## src/rtl/alu_seq.sv

```systemverilog
// alu_seq: handshaked multicycle ALU. Single-cycle ops finish on the accept
// edge. MUL/MULH (shift-add) and DIVU/REMU (restoring) iterate one bit per
// clock and share one pair of working registers.
module alu_seq #(
   parameter int WIDTH = 8
) (
   input  logic             clk,
   input  logic             rst,
   input  logic             in_valid,
   output logic             in_ready,
   input  logic [WIDTH-1:0] A,
   input  logic [WIDTH-1:0] B,
   input  logic [3:0]       op_code,
   output logic             out_valid,
   input  logic             out_ready,
   output logic [WIDTH-1:0] result,
   output logic             zero,
   output logic             negative,
   output logic             carry,
   output logic             overflow,
   output logic             busy
);

   localparam logic [1:0] S_IDLE = 2'd0;
   localparam logic [1:0] S_BUSY = 2'd1;
   localparam logic [1:0] S_DONE = 2'd2;

   localparam logic [3:0] OP_ADD  = 4'b0000;
   localparam logic [3:0] OP_SUB  = 4'b0001;
   localparam logic [3:0] OP_AND  = 4'b0010;
   localparam logic [3:0] OP_OR   = 4'b0011;
   localparam logic [3:0] OP_XOR  = 4'b0100;
   localparam logic [3:0] OP_SHL  = 4'b0101;
   localparam logic [3:0] OP_SHR  = 4'b0110;
   localparam logic [3:0] OP_MUL  = 4'b0111;
   localparam logic [3:0] OP_ASR  = 4'b1000;
   localparam logic [3:0] OP_ROL  = 4'b1001;
   localparam logic [3:0] OP_ROR  = 4'b1010;
   localparam logic [3:0] OP_MULH = 4'b1011;
   localparam logic [3:0] OP_DIVU = 4'b1100;
   localparam logic [3:0] OP_REMU = 4'b1101;

   localparam int CW = $clog2(WIDTH + 1);

   logic [1:0]       state;
   logic [3:0]       op_r;
   logic [WIDTH-1:0] a_r;
   logic [WIDTH-1:0] b_r;
   logic [WIDTH-1:0] hi;
   logic [WIDTH-1:0] lo;
   logic [CW-1:0]    count;

   logic             accept;
   logic             is_iter;

   logic [WIDTH-1:0] sc_result;
   logic             sc_carry;
   logic             sc_overflow;
   logic [WIDTH:0]   add_full;
   logic [WIDTH:0]   sub_full;

   logic [WIDTH:0]   mul_sum;
   logic [WIDTH:0]   rem_sh;
   logic [WIDTH:0]   rem_diff;
   logic             rem_ge;
   logic [WIDTH-1:0] iter_hi;
   logic [WIDTH-1:0] iter_lo;

   logic [WIDTH-1:0] fin_result;
   logic             fin_carry;
   logic             fin_overflow;

   assign in_ready  = (state == S_IDLE) | ((state == S_DONE) & out_ready);
   assign accept    = in_valid & in_ready;
   assign out_valid = (state == S_DONE);
   assign busy      = (state == S_BUSY);
   assign is_iter   = (op_code == OP_MUL) | (op_code == OP_MULH) |
                      (op_code == OP_DIVU) | (op_code == OP_REMU);

   // Result and flags of the ops that complete on the accept edge, taken straight from the inputs
   always_comb begin
      add_full    = {1'b0, A} + {1'b0, B};
      sub_full    = {1'b0, A} - {1'b0, B};
      sc_result   = '0;
      sc_carry    = 1'b0;
      sc_overflow = 1'b0;
      case (op_code)
         OP_ADD: begin
            sc_result   = add_full[WIDTH-1:0];
            sc_carry    = add_full[WIDTH];
            sc_overflow = (A[WIDTH-1] == B[WIDTH-1]) & (add_full[WIDTH-1] != A[WIDTH-1]);
         end
         OP_SUB: begin
            sc_result   = sub_full[WIDTH-1:0];
            sc_carry    = sub_full[WIDTH];
            sc_overflow = (A[WIDTH-1] != B[WIDTH-1]) & (sub_full[WIDTH-1] != A[WIDTH-1]);
         end
         OP_AND: sc_result = A & B;
         OP_OR:  sc_result = A | B;
         OP_XOR: sc_result = A ^ B;
         OP_SHL: begin
            sc_result   = {A[WIDTH-2:0], 1'b0};
            sc_carry    = A[WIDTH-1];
            sc_overflow = A[WIDTH-1] ^ A[WIDTH-2];
         end
         OP_SHR: begin
            sc_result = {1'b0, A[WIDTH-1:1]};
            sc_carry  = A[0];
         end
         OP_ASR: begin
            sc_result = {A[WIDTH-1], A[WIDTH-1:1]};
            sc_carry  = A[0];
         end
         OP_ROL: begin
            sc_result = {A[WIDTH-2:0], A[WIDTH-1]};
            sc_carry  = A[WIDTH-1];
         end
         OP_ROR: begin
            sc_result = {A[0], A[WIDTH-1:1]};
            sc_carry  = A[0];
         end
         OP_MUL, OP_MULH, OP_DIVU, OP_REMU: begin
            sc_result = '0;
         end
         default: begin
            sc_overflow = 1'b1;
         end
      endcase
   end

   // One iteration step: shift-add multiply ({hi,lo} shifts right) or restoring divide (remainder in hi, quotient shifts into lo)
   always_comb begin
      mul_sum  = {1'b0, hi} + {1'b0, (lo[0] ? b_r : {WIDTH{1'b0}})};
      rem_sh   = {hi, lo[WIDTH-1]};
      rem_diff = rem_sh - {1'b0, b_r};
      rem_ge   = (rem_sh >= {1'b0, b_r});
      if ((op_r == OP_MUL) | (op_r == OP_MULH)) begin
         iter_hi = mul_sum[WIDTH:1];
         iter_lo = {mul_sum[0], lo[WIDTH-1:1]};
      end else begin
         iter_hi = rem_ge ? rem_diff[WIDTH-1:0] : rem_sh[WIDTH-1:0];
         iter_lo = {lo[WIDTH-2:0], rem_ge};
      end
   end

   // Final result of an iterative op, formed from the last iteration step; B==0 divides are forced to their defined values
   always_comb begin
      fin_result   = '0;
      fin_carry    = 1'b0;
      fin_overflow = 1'b0;
      case (op_r)
         OP_MUL: begin
            fin_result   = iter_lo;
            fin_carry    = (iter_hi != '0);
            fin_overflow = (iter_hi != '0);
         end
         OP_MULH: fin_result = iter_hi;
         OP_DIVU: begin
            fin_result   = (b_r == '0) ? {WIDTH{1'b1}} : iter_lo;
            fin_overflow = (b_r == '0);
         end
         OP_REMU: begin
            fin_result   = (b_r == '0) ? a_r : iter_hi;
            fin_overflow = (b_r == '0);
         end
         default: fin_result = '0;
      endcase
   end

   // Handshake FSM plus registered result/flags; reset discards any operation in flight
   always_ff @(posedge clk) begin
      if (rst) begin
         state    <= S_IDLE;
         op_r     <= '0;
         a_r      <= '0;
         b_r      <= '0;
         hi       <= '0;
         lo       <= '0;
         count    <= '0;
         result   <= '0;
         zero     <= 1'b0;
         negative <= 1'b0;
         carry    <= 1'b0;
         overflow <= 1'b0;
      end else begin
         case (state)
            S_BUSY: begin
               hi    <= iter_hi;
               lo    <= iter_lo;
               count <= count - CW'(1);
               if (count == CW'(1)) begin
                  state    <= S_DONE;
                  result   <= fin_result;
                  zero     <= (fin_result == '0);
                  negative <= fin_result[WIDTH-1];
                  carry    <= fin_carry;
                  overflow <= fin_overflow;
               end
            end
            default: begin
               if (accept) begin
                  op_r <= op_code;
                  a_r  <= A;
                  b_r  <= B;
                  if (is_iter) begin
                     state <= S_BUSY;
                     hi    <= '0;
                     lo    <= A;
                     count <= CW'(WIDTH);
                  end else begin
                     state    <= S_DONE;
                     result   <= sc_result;
                     zero     <= (sc_result == '0);
                     negative <= sc_result[WIDTH-1];
                     carry    <= sc_carry;
                     overflow <= sc_overflow;
                  end
               end else if ((state == S_DONE) & out_ready) begin
                  state <= S_IDLE;
               end
            end
         endcase
      end
   end

endmodule

```

## config.mk

```make
export PLATFORM = sky130hd
export DESIGN_NAME = alu_seq
export DESIGN_NICKNAME = d
export VERILOG_FILES = /design/src/rtl/alu_seq.sv
export SDC_FILE = /design/constraint.sdc
export NUM_CORES = 1
export LEC_CHECK = 0
export ABC_AREA = 0
export CAP_MARGIN = 20
export CORE_MARGIN = 2
export CORE_UTILIZATION = 54
export DETAILED_ROUTE_END_ITERATION = 12
export HOLD_SLACK_MARGIN = 0.05
export PLACE_DENSITY = 0.83
export SLEW_MARGIN = 20
export SYNTH_ARGS = -nofsm -noshare
export SYNTH_HDL_FRONTEND = slang
export SYNTH_SLANG_ARGS = --single-unit
```

## constraint.sdc

```tcl
create_clock -name clk -period 2.9 [get_ports clk]
set_input_delay 0.58 -clock clk [delete_from_list [all_inputs] [get_ports clk]]
set_output_delay 0.58 -clock clk [all_outputs]
set_load 0.05 [all_outputs]
```

==> run_results.csv, run 1 <==
group,metric,value,unit
status,status,"finished with violations",
status,violations,"negative setup slack",
critical_path,crit_fanout,3,
placement,placed_cells,902,
clocking,cts_buffers,5,
timing,drv_slew,0,
critical_path,worstSetupPathType,"flop to flop",
placement,portBuffers,38,
clocking,clk_path_buf_depth,2,
synthesis,syn_avg_cell_area,7.226,sq um
floorplan,die_w,99.18,microns
critical_path,endpoint_kind,"flop",
floorplan,ioPinCount,39,
synthesis,synth_area_leaders,"dfxtp_1 (22%), ha_1 (11%), a21oi_1 (6.2%)",
cells_and_area,fin_cells,918,
routing,drc_errors,0,
cells_and_area,area_growth,36.04,%
global_route,grt_max_degree,50,
critical_path,r2r_end,"zero",
clocking,clock_latency,330,ps
critical_path,reg2reg_depth,12,
routing,ant_nets,0,
routing,firstDrtPassIters,5,
routing,first_iter_violations,693,
cells_and_area,drive_gt1_share,27.90,%
cells_and_area,nets,879,
critical_path,arrival,3290,ps
timing,final.min_clock_period,3029,ps
clocking,root_buffer,"clkbuf_8",
synthesis,synth_edf_count,0,
timing,whs,458.7,ps
synthesis,async_reset_ff_share,0,%
power,leakagePower,2.828,nW
floorplan,die_area,9837,sq um
floorplan,core-area,8763,sq um
critical_path,required,3160,ps
placement,hpwlAfterDp,13330,microns
min_path,hold_start,"a_r[4]",
floorplan,num_rows,34,
timing,fin_ws,-129.0,ps
clocking,clock-sinks,53,
timing,rsz0062_at_grt,"true",
synthesis,synth_nets,747,
synthesis,ys_seq_area_share,21.69,%
clocking,h-tree-depth,2,
synthesis,synth_cells,677,
clocking,clk_pin_slew_worst_paths,110,ps
critical_path,start_kind,"flop",
synthesis,syn_area,4892,sq um
timing,tightest_slew,682.5,ps
power,powerDensity,383.1,nW/um^2
routing,vias_per_cell,6.495,
synthesis,yosysUniqueCellTypes,74,
global_route,grt_util_all_layers,35.75,%
timing,hold_viol_final,0,
critical_path,timing.rr.start,"b_r[0]",
clocking,ctsHoldBuffers,0,
clocking,cts_tree,"yes",
timing,slew_headroom,54.50,%
critical_path,critPathLaunch,"b_r[0]",
power,peakVddDrop,306.1,uV
synthesis,ys_seq_elements,53,
floorplan,die_h,99.18,microns
global_route,grt_pass1_vias,5626,
timing,fin_skew,10.55,ps
timing,setup_violations,4,
global_route,grt_remaining_overflow,0,
flow_run,cap_viol_max_count,0,
synthesis,yosysTopAreaCell,"dfxtp_1",
timing,fin_crit_sh,104.4,%
global_route,grt_pass1_wl,28270,microns
synthesis,synth_top_flop_cell,"dfxtp_1",
floorplan,start_util,55.83,%
global_route,antenna_found_initial,0,
placement,gp_congestion,1.061,
cells_and_area,antenna_cells,0,
routing,wire_per_inst,20.29,microns
timing,fmax,330.1,MHz
critical_path,critPathCapture,"zero",
routing,wirelength,18620,microns
min_path,min_path_type,"flop to flop",
critical_path,reg2reg_slack,-130,ps
synthesis,synth_warnings,0,
routing,vias,5962,
synthesis,synth_top_area_share,21.69,%
[cells in the mapped netlist (all sizes together) (11+ instances only)]
master  number
dfxtp       53
o21ai       29
a21oi       62
nand3       14
xnor2       11
o22ai       12
clkbuf      31
ha          42
nor3        16
inv         51
nor2        70
a221oi      17
nand2       82
[through the flow]
stage               power [mW]  setup slack, ps  utilization, %  cell area (sq um)  setup TNS (ps)
floorplan                1.425            63.20               -               4892               0
global placement         1.818           -422.0           69.85               6121           -1992
detailed placement       1.849           -526.9           69.85               6121           -2716
CTS                      2.391           -14.51           72.63               6365          -14.51
global route             2.659           -181.7           75.94               6655          -713.3
finish                   2.549           -129.0           75.94               6655          -355.5
[how the worst min path moves through the flow]
stage / endpoint / cells past startpoint
final: a_r[4] / 2
after global routing: a_r[4] / 2
after CTS: a_r[4] / 2
after detailed placement: a_r[4] / 2
after global placement: a_r[4] / 2
after floorplan: a_r[4] / 2
[registers in the layout, summed over array words and instances (netlist names), 2 cells and up]
register and cells:
op_r 4, state 2, b_r 8, a_r 8, lo 8, result 8
hi 8, count 4
[worst max-delay path: stages, from the launching register on]
cell and delay (ps):
dfxtp_4 410, and2_4 170, ha_4 140, inv_2 50
fa_2 380, nand2b_4 170, a21oi_2 160, o22ai_2 140
xnor2_2 170, a22oi_2 110, a211o_1 360, or4_4 560
o31ai_4 170
[placed cells by master, fill, tap and decap left out, types with 4 or more instances in the layout]
| cell | n |
|---|---|
| nor2b_1 | 10 |
| a31o_2 | 4 |
| a21oi_1 | 51 |
| ha_1 | 32 |
| ha_4 | 5 |
| nor3_1 | 15 |
| a21o_1 | 6 |
| o21bai_1 | 4 |
| or2_2 | 4 |
| nand2_1 | 81 |
| a2bb2oi_1 | 4 |
| clkdlybuf4s50_1 | 35 |
| fa_2 | 4 |
| xor2_1 | 4 |
| o21a_1 | 4 |
| dfxtp_1 | 44 |
| a21oi_2 | 10 |
| buf_4 | 128 |
| and2_1 | 6 |
| o21ai_1 | 4 |
| mux2i_1 | 7 |
| a22oi_1 | 6 |
| o22ai_1 | 9 |
| o21ai_0 | 22 |
| nand3_1 | 13 |
| xnor2_1 | 8 |
| or3_1 | 7 |
| ha_2 | 5 |
| and3_1 | 4 |
| dfxtp_2 | 6 |
| a31oi_1 | 10 |
| inv_1 | 48 |
| clkbuf_8 | 5 |
| nand2b_1 | 7 |
| nor4_1 | 7 |
| nor2_1 | 68 |
| a221oi_1 | 15 |
| a211oi_1 | 6 |
[metal layers]
layer | vias to the layer above | track usage (%) | part of all wire, %
li1 | 2708 | - | -
met1 | 2754 | 48.35 | 40
met2 | 414 | 57.38 | 45
met3 | 86 | 4.357 | 9.1
met4 | 0 | 15.81 | 5.3
met5 | - | 0 | 0
[final cells by class]
class	count	area [sq um]
clock buffers	6	72.57
multi-input cells	533	3806
clock inverters	2	38.79
flip-flops and latches	53	1080
fillers	656	2108
well taps	108	135.1
repair buffers	165	1331
inverters	51	191.4
[cells by family (layout without fill, tap and decap cells)]
kind of cell,count (synthesis),count (layout),synth area share [%]
mux,11,11,2.302
compound gates,209,209,28.98
xor+xnor,15,15,2.839
fa+ha+maj,46,46,12.38
flops,53,53,21.69
buf+inv,91,224,7.493
simple gates,252,252,24.32
[what timing repair did]
item,4_1_cts,5_1_grt
buffers inserted,2,6
pin swaps,10,31
gates resized for setup,28,59
setup endpoints to repair,5,8
[power breakdown]
part           switching (mW)  internal, mW  leakage (nW)  total [mW]
clock network           0.276         0.260        0.0554       0.536
registers              0.0490         0.775         0.438       0.824
logic                   0.668         0.521          2.34        1.19
No activity file was read; power rests on OpenSTA's default activity.
==> inputs of run 2 (changes only) <==
SKIP_CTS_REPAIR_TIMING = 1   (was not set)
==> run_results.csv, run 2 (synthesis results as in run 1) <==
group,metric,value,unit
routing,vias,5843,
cells_and_area,layout_common_cells,"buf_4 (124), nand2_1 (80), nor2_1 (68)",
critical_path,endpoint_kind,"flop",
clocking,clock_latency,330,ps
routing,first_iter_violations,692,
critical_path,r2r_end,"zero",
clocking,root_buffer,"clkbuf_8",
critical_path,reg2reg_slack,-100,ps
power,leakagePower,2.795,nW
floorplan,ioPinCount,39,
clocking,clk_pin_slew_worst_paths,110,ps
critical_path,arrival,3260,ps
timing,fin_crit_sh,103.5,%
timing,rsz0062_at_grt,"true",
timing,drv_slew,0,
power,peakVddDrop,310.9,uV
floorplan,die_w,99.18,microns
routing,vias_per_cell,6.393,
min_path,hold_end,"a_r[4]",
min_path,hold_start,"a_r[4]",
cells_and_area,area_growth,34.40,%
timing,fin_skew,11.54,ps
power,pwr-share-comb,46.5,%
min_path,hold_depth,2,
cells_and_area,fin_util,75.03,%
global_route,grt_util_all_layers,34.74,%
routing,wirelength,17690,microns
cells_and_area,antenna_cells,0,
cells_and_area,drive_gt1_share,26.43,%
power,switchingPower,0.9696,mW
placement,gp_congestion,1.061,
floorplan,die_area,9837,sq um
power,p_total,2.521,mW
cells_and_area,num-fill-cells,662,
flow_run,cap_viol_max_count,0,
timing,slew_headroom,52.94,%
clocking,cts_tree,"yes",
timing,final.min_clock_period,3002,ps
status,status,"finished with violations",
power,sw_frac_of_total,38.45,%
timing,whs,458.2,ps
critical_path,crit_fanout,3,
clocking,clock-sinks,53,
placement,hpwlAfterDp,13330,microns
cells_and_area,nets,875,
timing,setup_violations,1,
critical_path,timing.rr.start,"b_r[0]",
timing,fin_ws,-101.7,ps
power,p_clk_share,20.9,%
timing,tightest_slew,705.9,ps
clocking,cts_buffers,5,
timing,hold_viol_final,0,
global_route,grt_max_degree,50,
clocking,clk_path_buf_depth,2,
floorplan,core-area,8763,sq um
power,seq_power_share,32.6,%
cells_and_area,final_common_cell,"buf_4",
critical_path,worstSetupPathType,"flop to flop",
global_route,grt_remaining_overflow,0,
routing,drc_errors,0,
power,cellInternalPower,1.552,mW
floorplan,num_rows,34,
global_route,antenna_found_initial,0,
global_route,grt_pass1_vias,5532,
placement,portBuffers,38,
global_route,grt_pass1_wl,27520,microns
floorplan,start_util,55.83,%
timing,fmax,333.1,MHz
critical_path,start_kind,"flop",
critical_path,reg2reg_depth,11,
min_path,min_path_type,"flop to flop",
critical_path,required,3160,ps
status,violations,"negative setup slack",
routing,ant_nets,0,
routing,firstDrtPassIters,8,
routing,wire_per_inst,19.35,microns
clocking,h-tree-depth,2,
power,powerDensity,383.5,nW/um^2
floorplan,die_h,99.18,microns
==> run 2: cell types whose count changed in the layout (fill, tap and decap cells not counted), sizes merged <==
cell	previous run	this run
dlymetal6s2s	0	2
clkdlybuf4s50	35	34
dlygate4sd2	1	0
buf	129	125
==> run 2: critical path, stage by stage (launching register included) <==
cell,delay (ps)
dfxtp_4,400
ha_2,180
inv_1,50
fa_2,370
a211oi_2,230
nor2_1,80
nor2_1,130
nor4_1,90
a211o_1,320
a221o_1,370
or4_4,560
o31ai_4,170
==> run 2: through the flow <==
step	setup WS [ps]	TNS, ps	std cells	instance area, sq um
3_5_place_dp	-526.9	-2716	902	6121
4_1_cts	-271.8	-919.7	910	6232
2_1_floorplan	63.20	0	677	4892
3_3_place_gp	-422.0	-1992	902	6121
5_1_grt	-171.6	-467.8	914	6575
6_report	-101.7	-101.7	914	6575
==> run 2: cell type report <==
class | instances | area (sq um) | share of cell area [%]
clock buffer | 6 | 72.57 | 1.104
multi-input combinational | 533 | 3756 | 57.13
sequential | 53 | 1074 | 16.33
inverter | 51 | 191.4 | 2.912
tap | 108 | 135.1 | 2.055
timing repair buffer | 161 | 1308 | 19.89
clock inverter | 2 | 38.79 | 0.5899
==> run 2: how the worst max path moves through the flow <==
stage,from,endpoint,slack (ps)
global placement,A[0],result[6],-420
floorplan,lo[0],zero,60
detailed placement,A[0],zero,-530
CTS,b_r[0],overflow,-270
global route,lo[7],zero,-170
finish,b_r[0],zero,-100
==> run 2: per-layer routing <==
layer	vias up	wire length [microns]	global-route usage, %	part of all wire [%]
met5	-	0	0	0
met3	80	1651	4.287	9.3
li1	2692	-	-	-
met1	2678	7207	47.72	41
met2	393	7967	55.46	45
met4	0	858	14.12	4.9
==> run 2: power by group through the flow <==
| stage | sequential (mW) | combinational (mW) | clock [mW] |
|---|---|---|---|
| 3_3_place_gp | 0.832 | 0.986 | 0 |
| 6_report | 0.822 | 1.17 | 0.528 |
| 4_1_cts | 0.818 | 1.02 | 0.526 |
| 3_5_place_dp | 0.835 | 1.01 | 0 |
| 2_1_floorplan | 0.863 | 0.562 | 0 |
| 5_1_grt | 0.828 | 1.25 | 0.564 |
==> inputs of run 3 (changes only) <==
REMOVE_ABC_BUFFERS = 1   (was not set)
==> run_results.csv, run 3 (synthesis results as in run 1) <==
group,metric,value,unit
placement,pre_cts_slack,-508.4,ps
global_route,grt_pass1_vias,5668,
global_route,top_usage_layer,"met2",
floorplan,die_w,99.18,microns
critical_path,arrival,3240,ps
power,powerDensity,366.5,nW/um^2
timing,rsz0062_at_grt,"true",
clocking,cts_buffers,5,
critical_path,endpoint_kind,"flop",
critical_path,required,3130,ps
timing,hold_viol_final,0,
power,peakVddDrop,238.1,uV
global_route,grt_use_met2,58.78,%
placement,gp_congestion,1.014,
cells_and_area,layout_common_cells,"buf_4 (144), nand2_1 (80), nor2_1 (68)",
floorplan,ioPinCount,39,
clocking,h-tree-depth,2,
placement,portBuffers,38,
floorplan,start_util,55.83,%
routing,first_iter_violations,764,
global_route,grt_util_all_layers,35.83,%
critical_path,start_kind,"flop",
clocking,clk_pin_slew_worst_paths,110,ps
clocking,clk_path_buf_depth,2,
clocking,cts_tree,"yes",
floorplan,num_rows,34,
global_route,gr-usage-met1,48.03,%
timing,slew_headroom,55.52,%
cells_and_area,area_growth,37.44,%
placement,hpwlAfterDp,14050,microns
status,status,"finished with violations",
timing,setup_violations,2,
cells_and_area,fin_util,76.73,%
timing,fmax,332.8,MHz
floorplan,die_h,99.18,microns
critical_path,reg2reg_depth,9,
min_path,hold_start,"result[3]",
timing,fin_crit_sh,103.6,%
critical_path,reg2reg_slack,-110,ps
status,violations,"negative setup slack",
floorplan,core-area,8763,sq um
global_route,antenna_found_initial,0,
flow_run,cap_viol_max_count,0,
cells_and_area,antenna_cells,0,
clocking,root_buffer,"clkbuf_8",
min_path,hold_end,"result[3]",
routing,vias,5956,
power,leakagePower,2.930,nW
global_route,met3_usage,4.006,%
cells_and_area,drive_gt1_share,27.45,%
critical_path,timing.rr.start,"hi[1]",
timing,final.min_clock_period,3005,ps
routing,wirelength,18300,microns
cells_and_area,nets,896,
routing,ant_nets,0,
min_path,min_path_type,"flop to flop",
clocking,clock_latency,310,ps
critical_path,crit_fanout,6,
floorplan,die_area,9837,sq um
timing,fin_ws,-105.1,ps
routing,wire_per_inst,19.57,microns
routing,firstDrtPassIters,6,
timing,fin_skew,8.483,ps
clocking,clock-sinks,53,
critical_path,worstSetupPathType,"flop to flop",
timing,drv_slew,0,
routing,drc_errors,0,
cells_and_area,final_common_cell,"buf_4",
timing,tightest_slew,666.5,ps
critical_path,r2r_end,"zero",
global_route,grt_remaining_overflow,0,
routing,vias_per_cell,6.370,
global_route,grt_max_degree,50,
min_path,hold_depth,2,
global_route,grt_pass1_wl,28570,microns
==> run 3: worst max-delay path by stage <==
stage	start	to	slack, ps
finish	hi[1]	zero	-110
global route	lo[0]	zero	-190
CTS	b_r[0]	zero	-240
detailed placement	A[0]	zero	-510
global placement	A[0]	zero	-400
floorplan	out_ready	zero	-360
==> run 3: final cells by class <==
| class | count | area, sq um |
|---|---|---|
| multi-input cells | 533 | 3755 |
| fillers | 667 | 2039 |
| repair buffers | 182 | 1476 |
| flip-flops and latches | 53 | 1070 |
| inverters | 51 | 191.4 |
| well taps | 108 | 135.1 |
| clock buffers | 6 | 82.58 |
| clock inverters | 2 | 13.76 |
==> run 3: worst max-delay path, cell delays in order (launching register included) <==
cell     delay, ps
dfxtp_1        460
ha_2           370
a21oi_1        260
o21ai_2        140
a21oi_4        220
nor4_1          80
a211o_1        280
a221o_1        380
or4_1          540
o31ai_1        200
==> run 3: through the flow <==
stage | cell area [sq um] | std cells | power (mW) | hold slack (ps) | TNS (ps)
2_1_floorplan | 4717 | 637 | 1.389 | 427.1 | -3621
3_3_place_gp | 6274 | 923 | 1.875 | 441.3 | -2048
6_report | 6724 | 935 | 2.465 | 458.6 | -131.9
3_5_place_dp | 6274 | 923 | 1.908 | 447.8 | -3030
5_1_grt | 6724 | 935 | 2.567 | 492.8 | -341.2
4_1_cts | 6370 | 931 | 2.350 | 459.9 | -657.0
==> run 3: power breakdown <==
part | switching [mW] | total [mW] | internal [mW]
registers | 0.0410 | 0.816 | 0.775
clock network | 0.265 | 0.460 | 0.195
logic | 0.660 | 1.19 | 0.529
total | 0.966 | 2.46 | 1.50
==> run 3: layer usage <==
layer | routed length (microns) | vias to the layer above
met1 | 7250 | 2757
met5 | 0 | -
met3 | 1790 | 82
met2 | 8450 | 391
met4 | 805 | 0
li1 | - | 2726
